===== src/rtl/wb_stage_if.sv =====
// Write-back stage bus: request side from execute/memory, result side to the register file.
interface wb_stage_if #(
    parameter int DATA_W  = 32,
    parameter int NUM_SRC = 4,
    parameter int SEL_W   = $clog2(NUM_SRC),
    parameter int RA_W    = 5
);
    logic                      in_valid;
    logic                      in_ready;
    logic [SEL_W-1:0]          wb_sel;
    logic [NUM_SRC*DATA_W-1:0] src_data;
    logic [RA_W-1:0]           rd_addr;
    logic                      rd_we;
    logic [2:0]                ld_mode;
    logic [1:0]                addr_lo;
    logic                      mem_rvalid;
    logic [DATA_W-1:0]         mem_rdata;
    logic                      rf_we;
    logic [RA_W-1:0]           rf_waddr;
    logic [DATA_W-1:0]         rf_wdata;
    logic                      sel_err;

    modport master (
        output in_valid, wb_sel, src_data, rd_addr, rd_we, ld_mode, addr_lo,
               mem_rvalid, mem_rdata,
        input  in_ready, rf_we, rf_waddr, rf_wdata, sel_err
    );

    modport slave (
        input  in_valid, wb_sel, src_data, rd_addr, rd_we, ld_mode, addr_lo,
               mem_rvalid, mem_rdata,
        output in_ready, rf_we, rf_waddr, rf_wdata, sel_err
    );
endinterface


===== src/rtl/wb_stage.sv =====
// Sequential write-back stage: picks one of NUM_SRC sources, extends load data,
// waits for late memory data and issues a single-cycle register-file write.
module wb_stage #(
    parameter int DATA_W  = 32,
    parameter int NUM_SRC = 4,
    parameter int MEM_IDX = 1,
    parameter int SEL_W   = $clog2(NUM_SRC),
    parameter int RA_W    = 5
) (
    input logic      clk,
    input logic      rst_n,
    wb_stage_if.slave bus
);

    typedef enum logic [1:0] {
        IDLE,
        WAIT_MEM,
        WRITE
    } state_t;

    state_t            state;
    logic [RA_W-1:0]   rd_addr_q;
    logic              rd_we_q;
    logic [2:0]        ld_mode_q;
    logic [1:0]        addr_lo_q;

    logic [DATA_W-1:0] src_pick;
    logic              sel_mem;
    logic              sel_bad;

    // Byte/halfword lane extraction from the low word, then sign or zero extension.
    function automatic logic [DATA_W-1:0] load_extend(
        input logic [2:0]        mode,
        input logic [1:0]        lo,
        input logic [DATA_W-1:0] rdata
    );
        logic [31:0] word;
        logic [7:0]  lane_b;
        logic [15:0] lane_h;
        word   = rdata[31:0];
        lane_b = word[{lo, 3'b000} +: 8];
        lane_h = lo[1] ? word[31:16] : word[15:0];
        case (mode)
            3'b000:  load_extend = DATA_W'($signed(lane_b));
            3'b001:  load_extend = DATA_W'($signed(lane_h));
            3'b100:  load_extend = DATA_W'(lane_b);
            3'b101:  load_extend = DATA_W'(lane_h);
            default: load_extend = DATA_W'($signed(word));
        endcase
    endfunction

    // Source decode; an out-of-range select matches no source and yields zero.
    always_comb begin
        src_pick = '0;
        for (int i = 0; i < NUM_SRC; i++) begin
            if (32'(bus.wb_sel) == i) begin
                src_pick = bus.src_data[i*DATA_W +: DATA_W];
            end
        end
        sel_mem = (32'(bus.wb_sel) == MEM_IDX);
        sel_bad = (32'(bus.wb_sel) >= NUM_SRC);
    end

    assign bus.in_ready = (state == IDLE);

    // Control FSM with registered write port; outputs only change on entry to WRITE.
    always_ff @(posedge clk or negedge rst_n) begin
        if (!rst_n) begin
            state        <= IDLE;
            rd_addr_q    <= '0;
            rd_we_q      <= 1'b0;
            ld_mode_q    <= 3'b000;
            addr_lo_q    <= 2'b00;
            bus.rf_we    <= 1'b0;
            bus.rf_waddr <= '0;
            bus.rf_wdata <= '0;
            bus.sel_err  <= 1'b0;
        end else begin
            bus.rf_we   <= 1'b0;
            bus.sel_err <= 1'b0;
            case (state)
                IDLE: begin
                    if (bus.in_valid) begin
                        rd_addr_q   <= bus.rd_addr;
                        rd_we_q     <= bus.rd_we;
                        ld_mode_q   <= bus.ld_mode;
                        addr_lo_q   <= bus.addr_lo;
                        bus.sel_err <= sel_bad;
                        if (sel_mem && !bus.mem_rvalid) begin
                            state <= WAIT_MEM;
                        end else begin
                            state        <= WRITE;
                            bus.rf_we    <= bus.rd_we && (bus.rd_addr != '0);
                            bus.rf_waddr <= bus.rd_addr;
                            bus.rf_wdata <= sel_mem
                                ? load_extend(bus.ld_mode, bus.addr_lo, bus.mem_rdata)
                                : src_pick;
                        end
                    end
                end
                WAIT_MEM: begin
                    if (bus.mem_rvalid) begin
                        state        <= WRITE;
                        bus.rf_we    <= rd_we_q && (rd_addr_q != '0);
                        bus.rf_waddr <= rd_addr_q;
                        bus.rf_wdata <= load_extend(ld_mode_q, addr_lo_q, bus.mem_rdata);
                    end
                end
                WRITE: begin
                    state <= IDLE;
                end
                default: begin
                    state <= IDLE;
                end
            endcase
        end
    end

endmodule


===== src/flat_wrapper.sv =====
// flat-port wrapper written by rule: the top's interface ports become plain ports
module wb_stage_flat 
#(
    parameter int DATA_W  = 32,
    parameter int NUM_SRC = 4,
    parameter int MEM_IDX = 1,
    parameter int SEL_W   = $clog2(NUM_SRC),
    parameter int RA_W    = 5
)
  (clk, rst_n, bus_in_valid, bus_wb_sel, bus_src_data, bus_rd_addr, bus_rd_we, bus_ld_mode, bus_addr_lo, bus_mem_rvalid, bus_mem_rdata, bus_in_ready, bus_rf_we, bus_rf_waddr, bus_rf_wdata, bus_sel_err);
  wb_stage_if #(.DATA_W(DATA_W), .NUM_SRC(NUM_SRC), .SEL_W(SEL_W), .RA_W(RA_W)) bus_i ();
  input logic clk;
  input logic rst_n;
  input wire logic [$bits(bus_i.in_valid)-1:0] bus_in_valid;
  input wire logic [$bits(bus_i.wb_sel)-1:0] bus_wb_sel;
  input wire logic [$bits(bus_i.src_data)-1:0] bus_src_data;
  input wire logic [$bits(bus_i.rd_addr)-1:0] bus_rd_addr;
  input wire logic [$bits(bus_i.rd_we)-1:0] bus_rd_we;
  input wire logic [$bits(bus_i.ld_mode)-1:0] bus_ld_mode;
  input wire logic [$bits(bus_i.addr_lo)-1:0] bus_addr_lo;
  input wire logic [$bits(bus_i.mem_rvalid)-1:0] bus_mem_rvalid;
  input wire logic [$bits(bus_i.mem_rdata)-1:0] bus_mem_rdata;
  output wire logic [$bits(bus_i.in_ready)-1:0] bus_in_ready;
  output wire logic [$bits(bus_i.rf_we)-1:0] bus_rf_we;
  output wire logic [$bits(bus_i.rf_waddr)-1:0] bus_rf_waddr;
  output wire logic [$bits(bus_i.rf_wdata)-1:0] bus_rf_wdata;
  output wire logic [$bits(bus_i.sel_err)-1:0] bus_sel_err;
  assign bus_i.in_valid = bus_in_valid;
  assign bus_i.wb_sel = bus_wb_sel;
  assign bus_i.src_data = bus_src_data;
  assign bus_i.rd_addr = bus_rd_addr;
  assign bus_i.rd_we = bus_rd_we;
  assign bus_i.ld_mode = bus_ld_mode;
  assign bus_i.addr_lo = bus_addr_lo;
  assign bus_i.mem_rvalid = bus_mem_rvalid;
  assign bus_i.mem_rdata = bus_mem_rdata;
  assign bus_in_ready = bus_i.in_ready;
  assign bus_rf_we = bus_i.rf_we;
  assign bus_rf_waddr = bus_i.rf_waddr;
  assign bus_rf_wdata = bus_i.rf_wdata;
  assign bus_sel_err = bus_i.sel_err;
  wb_stage #(.DATA_W(DATA_W), .NUM_SRC(NUM_SRC), .MEM_IDX(MEM_IDX), .SEL_W(SEL_W), .RA_W(RA_W)) u_core (.clk(clk), .rst_n(rst_n), .bus(bus_i));
endmodule

===== config.mk =====
export PLATFORM = sky130hd
export DESIGN_NAME = wb_stage_flat
export DESIGN_NICKNAME = d
export VERILOG_FILES = /design/src/rtl/wb_stage_if.sv /design/src/rtl/wb_stage.sv /design/src/flat_wrapper.sv
export SDC_FILE = /design/constraint.sdc
export NUM_CORES = 1
export LEC_CHECK = 0
export CELL_PAD_IN_SITES_DETAIL_PLACEMENT = 1
export CELL_PAD_IN_SITES_GLOBAL_PLACEMENT = 2
export CORE_AREA = 4 4 153 155
export CTS_CLUSTER_DIAMETER = 100
export DETAILED_ROUTE_END_ITERATION = 12
export DIE_AREA = 0 0 157 159
export GPL_ROUTABILITY_DRIVEN = 1
export PLACE_DENSITY = 0.78
export SETUP_SLACK_MARGIN = 0.4
export SLEW_MARGIN = 25
export SYNTH_ARGS = -nofsm -noshare
export SYNTH_HDL_FRONTEND = slang
export SYNTH_SLANG_ARGS = --single-unit

===== constraint.sdc =====
create_clock -name clk -period 1.7 [get_ports clk]
set_input_delay 0.17 -clock clk [delete_from_list [all_inputs] [get_ports clk]]
set_output_delay 0.17 -clock clk [all_outputs]
set_load 0.02 [all_outputs]

==> results.sh <==
export IMPL_core_um2=21800
export IMPL_io_buffers=183
export IMPL_first_pass_iters=4
export IMPL_fmaxAchievable_mhz=558
export IMPL_slew_headroom_pct=62.7
export IMPL_ant_nets=0
export IMPL_drc=0
export IMPL_synth_edf_count=0
export IMPL_ios=217
export IMPL_p_leak_nw=3.23
export IMPL_max_cap_viol_count=0
export IMPL_status="finished with violations"
export IMPL_worst_slack_ps=-90.9
export IMPL_ys_warnings_count=0
export IMPL_synth_top_area_share_pct=29.2
export IMPL_vdd_drop_max_mv=0.434
export IMPL_hp_start="bus_rd_addr[2]"
export IMPL_synth_top_cell_by_area="dfrtp_1"
export IMPL_drive_above_1_share_pct=28.4
export IMPL_vias=5260
export IMPL_dp_hpwl_um=16900
export IMPL_die_area_um2=25000
export IMPL_syn2layout_area_growth_pct=84.3
export IMPL_synth_cell_area_um2=4370
export IMPL_fin_crit_sh_pct=105
export IMPL_grt_max_degree=42
export IMPL_final_area_um2=8050
export IMPL_cp_startpoint="u_core.addr_lo_q[0]"
export IMPL_holdPathEnd="u_core.bus.rf_waddr[2]"
export IMPL_antenna_found_initial=0
export IMPL_dp_slack_ps=-463
export IMPL_worstMarginPinSlew_ps=560
export IMPL_routed_wl_um=22800
export IMPL_clock_latency_ps=310
export IMPL_root_buffer="clkbuf_16"
export IMPL_register_area_um2=1280
export IMPL_cts_tree="yes"
export IMPL_rr_worst_depth=5
export IMPL_drt_vias_per_instance=5.04
export IMPL_synth_net_count=694
export IMPL_grt_pass1_vias=5881
export IMPL_ff2ff_setup_slack_ps=-90
export IMPL_htreeDepth=2
export IMPL_fp_dieW_um=157
export IMPL_nFillCells=2474
export IMPL_place_congestion=0.849
export IMPL_ys_ff_latch=51
export IMPL_dp_cells=1013
export IMPL_final_cell_mix="clkdlybuf4s50_1 (131), buf_4 (73), a21oi_1 (51), dlygate4sd2_1 (46), dfrtp_1 (46)"
export IMPL_finClkSkew_ps=10.3
export IMPL_startpoint_type="register"
export IMPL_fp_row_count=54
export IMPL_fp_dieH_um=159
export IMPL_cts_sinks=51
export IMPL_wl_per_cell_um=21.9
export IMPL_hold_path_class="input port to register"
export IMPL_reg2reg_from="u_core.addr_lo_q[0]"
export IMPL_grt_pass1_wl_um=34800
export IMPL_overflow=0
export IMPL_netlist_instances=517
export IMPL_arrival_ps=1980
export IMPL_violations="setup timing"
export IMPL_worstPathRequired_ps=1890
export IMPL_power_density_nw_per_um2=762
export IMPL_whs_path_depth=3
export IMPL_final_common_cell="clkdlybuf4s50_1"
export IMPL_rsz0062_at_grt="yes"
export IMPL_critical_path_class="register to register"
export IMPL_instances_no_fill=1043
export IMPL_initialDrtViolationCount=293
export IMPL_reg2reg_to="u_core.bus.rf_wdata[10]"
export IMPL_finalCriticalPeriod_ps=1790
export IMPL_synthArstFlopShare_pct=100
export IMPL_hold_viol=0
export IMPL_slew_violations=0
export IMPL_antenna_cells=0
export IMPL_ys_top_cells_by_area="dfrtp_1 (29%), mux2_2 (7.0%), mux2i_1 (6.6%)"
export IMPL_end_kind="register"
export IMPL_final_net_count=939
export IMPL_cp_max_fo=8
export IMPL_seq_area_frac_synth_pct=29.2
export IMPL_hold_ws_ps=196
export IMPL_cts_path_max_buffers=2
export IMPL_track_usage_pct=17.8
export IMPL_synthDistinctLibCells=51
export IMPL_syn_area_per_cell_um2=8.45
export IMPL_cts_buffers=5
export IMPL_fin_util_pct=36.9
export IMPL_cts_clk_slew_worst_paths_ps=80
export IMPL_synth_ff_type="dfrtp_1"
export IMPL_multi_input_area_um2=3360
export IMPL_placed_area_um2=7290
export IMPL_start_util_pct=20.0
export IMPL_setup_viol=24
-- kinds of logic (layout without fill, tap and decap cells) --
kind of cell / Yosys count / count (layout) / share of synthesized area (%)
flip-flops: 51 / 51 / 29.2
AND/OR/NAND/NOR: 136 / 137 / 15.0
multiplexers: 56 / 56 / 13.6
AO/OA/AOI/OAI: 210 / 210 / 35.2
other: 1 / 1 / 0.0859
buffers and inverters: 63 / 308 / 6.85
-- per-layer routing --
metal  track usage (%)  wire (µm)  vias up
met2              31.5      11700      135
met5                 0          0        -
met3              2.77       1050       19
met4              3.63        382        0
met1              22.9       9710     2648
li1                  -          -     2458
-- power by group --
part | total (mW) | switching, mW | internal (mW)
clock network | 1.28 | 0.533 | 0.744
registers | 1.72 | 0.229 | 1.50
logic | 3.13 | 1.56 | 1.57
total | 6.13 | 2.33 | 3.81
-- registers in the layout (all words and copies together), names as in the netlist --
signal / cells
u_core.ld_mode_q: 3
u_core.bus.rf_waddr: 5
u_core.state: 2
u_core.rd_we_q: 1
u_core.bus.rf_wdata: 32
u_core.addr_lo_q: 2
u_core.bus.rf_we: 1
u_core.rd_addr_q: 5
-- worst max-delay path, cell delays in order (launching register included) --
cell and delay [ps]:
dfrtp_2 450, mux2i_2 280, mux2_4 200, nor2_2 40, o311a_4 370, a221o_1 340
-- stage by stage --
stage	total power [mW]	setup TNS, ps
4_1_cts	6.07	-21.7
3_3_place_gp	4.57	-12380
5_1_grt	6.48	-2640
2_1_floorplan	3.15	0
6_report	6.13	-1390
3_5_place_dp	4.63	-13170
-- cell usage after synthesis, drive strengths merged, types with 2 or more instances --
library cell,n
or4,2
buf,19
o21a,17
mux2i,29
a2bb2oi,7
o22ai,10
nor3b,10
a2111oi,14
o21ai,11
o211ai,9
nand2,41
a211oi,8
o211a,16
and2b,2
nor2b,17
o311ai,16
nand3,3
nand2b,5
mux2,27
a221o,8
clkbuf,30
a21oi,57
inv,14
dfrtp,51
a31oi,22
nor2,51
o221ai,8
o31a,2
-- worst max path at each step --
stage,to,slack [ps],cells past startpoint
global placement,u_core.bus.rf_wdata[18],-450,6
CTS,u_core.bus.rf_wdata[15],-8,5
global route,u_core.bus.rf_wdata[10],-130,5
floorplan,u_core.bus.rf_wdata[15],60,5
detailed placement,u_core.bus.rf_wdata[17],-460,6
finish,u_core.bus.rf_wdata[10],-90,5
-- final cells by class --
class	instances	share of cell area, %
tap	280	4.35
timing repair buffer	286	35.1
sequential	51	15.9
clock buffer	6	1.73
clock inverter	2	0.482
inverter	14	0.684
multi-input combinational	404	41.7
-- what timing repair did --
action                                 CTS  global route
endpoints found under the hold margin   18             0
setup endpoints to repair               87            51
cloned                                   5             2
hold buffers                             1             0
pin swaps                               29            22
setup buffers                           11             3
gates resized for setup                131            24
Power figures use the tool's default switching activity.
